==> config.mk <==
export PLATFORM = sky130hd
export DESIGN_NAME = bp_me_burst_arb
export DESIGN_NICKNAME = d
export VERILOG_FILES = /design/src/rtl/bp_me_burst_arb.sv
export SDC_FILE = /design/constraint.sdc
export NUM_CORES = 1
export LEC_CHECK = 0
export ABC_AREA = 0
export CAP_MARGIN = 15
export CORE_AREA = 8 8 223 225
export DETAILED_ROUTE_END_ITERATION = 8
export DIE_AREA = 0 0 231 233
export DONT_BUFFER_PORTS = 1
export GPL_TIMING_DRIVEN = 0
export PLACE_DENSITY = 0.3
export SYNTH_ARGS = -nofsm -noshare
export SYNTH_HDL_FRONTEND = slang
export SYNTH_SLANG_ARGS = --single-unit
==> constraint.sdc <==
create_clock -name clk_i -period 1.9 [get_ports clk_i]
set_input_delay 0.19 -clock clk_i [delete_from_list [all_inputs] [get_ports clk_i]]
set_output_delay 0.19 -clock clk_i [all_outputs]
set_load 0.005 [all_outputs]
==> src/rtl/bp_me_burst_arb.sv <==
// bp_me_burst_arb
// ---------------
// Merges num_src_p BP Burst sources onto one BP Burst output channel.
// Each source sends a header, followed by the number of data beats given in
// the header's beat-count field. Sources are served round-robin. A message
// is never interleaved with another: once a header is accepted, the granted
// source's data channel is wired straight to the output until its last beat
// has gone.
//
// Handshake rule: a transfer happens in a cycle where valid and ready are both
// high. Producers do not wait for ready before raising valid. Once valid is
// raised, the payload and valid are held until the transfer happens.
// Ready outputs depend only on downstream ready, FSM state and, in idle, on
// which source wins arbitration.
//
// Ports
//   clk_i, reset_i            clock, synchronous active-high reset
//   in_header_i/_v_i          per-source headers (source i at slice i)
//   in_header_ready_and_o     per-source header ready
//   in_data_i/_v_i            per-source data beats
//   in_data_ready_and_o       per-source data ready
//   out_header_o/_v_o         merged header, valid
//   out_header_ready_and_i    downstream header ready
//   out_data_o/_v_o           merged data beat, valid
//   out_data_ready_and_i      downstream data ready
//   out_src_id_o              index of the source currently presented
module bp_me_burst_arb #(
    parameter int num_src_p      = 2,
    parameter int header_width_p = 128,
    parameter int data_width_p   = 64,
    parameter int beats_offset_p = 0,
    parameter int beats_width_p  = 4,
    localparam int src_id_width_lp = (num_src_p > 1) ? $clog2(num_src_p) : 1
) (
    input  logic                                clk_i,
    input  logic                                reset_i,
    input  logic [num_src_p*header_width_p-1:0] in_header_i,
    input  logic [num_src_p-1:0]                in_header_v_i,
    output logic [num_src_p-1:0]                in_header_ready_and_o,
    input  logic [num_src_p*data_width_p-1:0]   in_data_i,
    input  logic [num_src_p-1:0]                in_data_v_i,
    output logic [num_src_p-1:0]                in_data_ready_and_o,
    output logic [header_width_p-1:0]           out_header_o,
    output logic                                out_header_v_o,
    input  logic                                out_header_ready_and_i,
    output logic [data_width_p-1:0]             out_data_o,
    output logic                                out_data_v_o,
    input  logic                                out_data_ready_and_i,
    output logic [src_id_width_lp-1:0]          out_src_id_o
);

    typedef enum logic [1:0] {
        e_idle = 2'd0,
        e_hdr  = 2'd1,
        e_data = 2'd2
    } state_e;

    state_e                     state_q, state_d;
    logic [src_id_width_lp-1:0] rr_q, rr_d;
    logic [src_id_width_lp-1:0] grant_q, grant_d;
    logic [beats_width_p-1:0]   count_q, count_d;

    // Unpacked views of the flat source buses.
    logic [header_width_p-1:0] hdr_a  [num_src_p];
    logic [data_width_p-1:0]   data_a [num_src_p];

    for (genvar gi = 0; gi < num_src_p; gi++) begin : g_unpack
        assign hdr_a[gi]  = in_header_i[gi*header_width_p +: header_width_p];
        assign data_a[gi] = in_data_i[gi*data_width_p +: data_width_p];
    end

    // Round-robin search: first valid header starting at rr_q, wrapping.
    logic [src_id_width_lp-1:0] winner;
    logic                       any_v;
    int                         idx;

    always_comb begin
        winner = rr_q;
        any_v  = 1'b0;
        idx    = 0;
        for (int k = 0; k < num_src_p; k++) begin
            idx = int'(rr_q) + k;
            if (idx >= num_src_p) begin
                idx = idx - num_src_p;
            end
            if (!any_v && in_header_v_i[idx]) begin
                any_v  = 1'b1;
                winner = src_id_width_lp'(idx);
            end
        end
    end

    // In idle the winner is presented live; afterwards only the latched grant.
    logic [src_id_width_lp-1:0] sel;
    logic [header_width_p-1:0]  hdr_sel;
    logic [beats_width_p-1:0]   hdr_beats;
    logic                       hdr_phase;
    logic                       hdr_v_raw;
    logic                       hdr_hs;
    logic                       data_hs;
    logic [src_id_width_lp-1:0] sel_next;

    always_comb begin
        sel       = (state_q == e_idle) ? winner : grant_q;
        hdr_sel   = hdr_a[sel];
        hdr_beats = hdr_sel[beats_offset_p +: beats_width_p];
        // In idle nothing is presented unless some source is valid, so no
        // source sees header ready in that case.
        hdr_phase = ((state_q == e_idle) && any_v) || (state_q == e_hdr);
        case (state_q)
            e_idle:  hdr_v_raw = any_v;
            e_hdr:   hdr_v_raw = in_header_v_i[grant_q];
            default: hdr_v_raw = 1'b0;
        endcase
        sel_next = (sel == src_id_width_lp'(num_src_p - 1)) ? '0 : sel + 1'b1;
    end

    assign out_header_o   = hdr_sel;
    assign out_header_v_o = hdr_v_raw & ~reset_i;
    assign out_data_o     = data_a[grant_q];
    assign out_data_v_o   = (state_q == e_data) & in_data_v_i[grant_q] & ~reset_i;
    assign out_src_id_o   = sel;

    assign hdr_hs  = out_header_v_o & out_header_ready_and_i;
    assign data_hs = out_data_v_o & out_data_ready_and_i;

    always_comb begin
        in_header_ready_and_o = '0;
        in_data_ready_and_o   = '0;
        for (int i = 0; i < num_src_p; i++) begin
            in_header_ready_and_o[i] = ~reset_i & hdr_phase
                                     & (sel == src_id_width_lp'(i))
                                     & out_header_ready_and_i;
            in_data_ready_and_o[i]   = ~reset_i & (state_q == e_data)
                                     & (grant_q == src_id_width_lp'(i))
                                     & out_data_ready_and_i;
        end
    end

    // Next-state logic.
    always_comb begin
        state_d = state_q;
        rr_d    = rr_q;
        grant_d = grant_q;
        count_d = count_q;
        case (state_q)
            e_idle, e_hdr: begin
                if (hdr_hs) begin
                    rr_d = sel_next;
                    if (hdr_beats != '0) begin
                        grant_d = sel;
                        count_d = hdr_beats;
                        state_d = e_data;
                    end else begin
                        state_d = e_idle;
                    end
                end else if ((state_q == e_idle) && any_v) begin
                    // Stalled header: freeze the choice so the presented
                    // header cannot change before it is accepted.
                    grant_d = winner;
                    state_d = e_hdr;
                end
            end
            e_data: begin
                if (data_hs) begin
                    count_d = count_q - 1'b1;
                    if (count_q == beats_width_p'(1)) begin
                        state_d = e_idle;
                    end
                end
            end
            default: state_d = e_idle;
        endcase
    end

    always_ff @(posedge clk_i) begin
        if (reset_i) begin
            state_q <= e_idle;
            rr_q    <= '0;
            grant_q <= '0;
            count_q <= '0;
        end else begin
            state_q <= state_d;
            rr_q    <= rr_d;
            grant_q <= grant_d;
            count_q <= count_d;
        end
    end

endmodule

==> impl_metrics.ini <==
[global_route]
grt-ovfl-total = 0
grt_pass1_vias = 4360
grt_max_degree = 11
track_usage_pct = 8.25
antenna_found_initial = 2
grt_pass1_wl_um = 32900

[synth]
yosys.area.top_type = nand2_1
synth.distinct_cells = 42
syn_avg_cell_area_um2 = 5.32
syn_inst = 555
synth_nets = 949
yosys_warnings = 0
synth_ff_type = dfxtp_1
synth.area.top_cells = nand2_1 (48%), mux2_2 (26%), dfxtp_1 (5.4%), clkbuf_1 (3.3%), nor2_1 (1.4%)
synth_edf_count = 0
yosysMostFrequentCell = nand2_1
async_flop_share_pct = 0
synth_area_um2 = 2950
yosys-top-cells-count = nand2_1 (376), mux2_2 (68), clkbuf_1 (26)
synth-seq-cells = 8
yosysSeqAreaShare_pct = 5.43
yosysTopAreaCellShare_pct = 47.8

[detailed_routing]
drcViolationCount = 0
viasPerCell = 3.50
wl_per_cell_um = 22.3
wirelength_um = 26600
drt_iter0_markers = 199
num_vias = 4176
dr.pass1.iters = 4
drtAntennaViolNets = 0

[floorplanning]
dieWidth_um = 231
die_area_um2 = 53800
initial_utilization_pct = 6.41
core_um2 = 46100
rows = 79
die_h_um = 233
ios = 591

[worst_setup_path]
cp-end-kind = output pin
criticalPathCategory = reg -> out
critPathMaxFanout = 8
path_cells = or2_1 > o31a_1 > buf_6 > buf_12 > clkbuf_16 > clkbuf_16 > nand2_4 > nand2_4
critical_path_required_ns = 1.71
reg2reg_slack_ns = -0.12
critical-path-slowest-cell = dfxtp_4
arrival_ns = 1.90
worst_path_largest_cell_delay_ns = 0.34
critPathLaunchType = register

[sta]
min_period_ns = 2.09
finalMaxSlewViolations = 0
hold_viol_final = 0
hold_ws_ns = 0.0919
fin_skew_ns = 0.00202
rsz0062_at_grt = true
fin_ws_ns = -0.187
relSlewSlack_pct = 63.8
final-setup-viol-count = 130
post-route-period-util_pct = 110
tightest_slew_ns = 0.542
fmax_mhz = 479

[layout]
n_antenna_cell = 0
drive_gt1_share_pct = 71.5
fin_area_um2 = 6270
utilization_pct = 13.6
stdcell_count = 1192
finalNetCount = 981
fill_cells = 5233
area_delta_synth_final_pct = 113

[clock_tree]
cts_num_sinks = 8
cts-root-buf = clkbuf_16
cts.clk_slew.worst_paths_ns = 0.04
clockBufferDepth = 2
h-tree-depth = 1
hold_buffers = 0
cts_buffers = 3
clock_latency_ns = 0.23
cts_tree = built

[power_and_ir_drop]
ir_worst_vdd_mv = 0.286
leakagePower_nw = 2.73
powerDensity_nw_per_um2 = 561
power_mw = 3.52

[place]
dp_hpwl_um = 21100
port_buffers = 0
place.gp.congestion = 0.809
post_dp_cell_area_um2 = 3720
place_inst = 1162

[run]
maxCapViolations = 0

[outcome]
violations = setup timing
run_status = finished, violations left

[worst_hold_path]
min_path_type = in -> reg
[sequential cells by signal (all words and copies together) (netlist names)]
name and cells:
rr_q 1, count_q 4, state_q 2, grant_q 1
[worst paths after layout]
path	end	cells past startpoint	from
setup / recovery	out_header_o[124]	8	state_q[0]
hold / removal	state_q[1]	2	out_header_ready_and_i
setup reg to reg	grant_q	7	state_q[0]
hold reg to reg	count_q[1]	2	count_q[1]
[critical path: cells and delay by family, from the launching register on]
kind                   cells  cell delay (ns)
buffers and inverters      4             0.65
AND/OR/NAND/NOR            3             0.38
flip-flops                 1             0.34
AO/OA/AOI/OAI              1             0.27
[kinds of logic (layout without fill, tap and decap cells)]
group	count (synthesis)	after routing	share of synthesized area [%]
AOI/OAI and AO/OA	22	22	6.15
adders and majority gates	2	2	0.848
buffers and inverters	46	76	6.57
DFF	8	8	5.43
muxes	74	74	28.3
and+or+nand+nor	403	403	52.7
[where the power goes]
part	leakage (nW)	internal, mW	switching (mW)
logic	2.63	1.32	1.63
clock network	0.0370	0.272	0.0882
registers	0.0672	0.189	0.0201
[final cells by class]
| type | instances | area (µm²) | share of cell area, % |
|---|---|---|---|
| inverter | 8 | 42.5 | 0.678 |
| buffer | 37 | 578 | 9.22 |
| sequential | 8 | 166 | 2.65 |
| timing repair inverter | 2 | 60.1 | 0.958 |
| clock buffer | 3 | 75.1 | 1.20 |
| timing repair buffer | 26 | 505 | 8.06 |
| tap | 607 | 759 | 12.1 |
| multi-input combinational | 501 | 4090 | 65.1 |
[per-stage QoR]
step / setup slack [ns] / TNS [ns]
after floorplan: 0.00534 / 0
after global placement: -1.06 / -93.29
after detailed placement: -1.09 / -98.23
after CTS: -0.179 / -18.22
after global routing: -0.225 / -23.38
final: -0.187 / -16.66
[cell usage in the layout, fill, tap and decap left out, types with 3 or more instances in the layout]
master / instances
nor2_1: 10
nand2_4: 130
buf_16: 5
inv_1: 7
buf_8: 5
nand2_8: 5
clkbuf_16: 21
buf_6: 6
clkbuf_4: 4
clkbuf_2: 3
mux2_2: 68
mux2i_1: 3
dfxtp_1: 5
nand2_1: 110
buf_12: 12
buf_4: 8
a21oi_1: 4
nand2_2: 131
[what timing repair did]
item	in CTS	in global routing
endpoints found under the hold margin	0	0
buffers inserted	12	0
gates resized for setup	387	178
gates cloned	14	3
endpoints found under the setup margin	169	166
pin swaps	116	77
[layer usage]
metal | up-vias | global-route usage [%] | share of wire [%]
met1 | 1992 | 10.4 | 40
li1 | 1830 | - | -
met5 | - | 0 | 0
met2 | 329 | 14.2 | 50
met4 | 0 | 1.84 | 2.1
met3 | 25 | 1.74 | 7.9
Power figures use the tool's default switching activity.
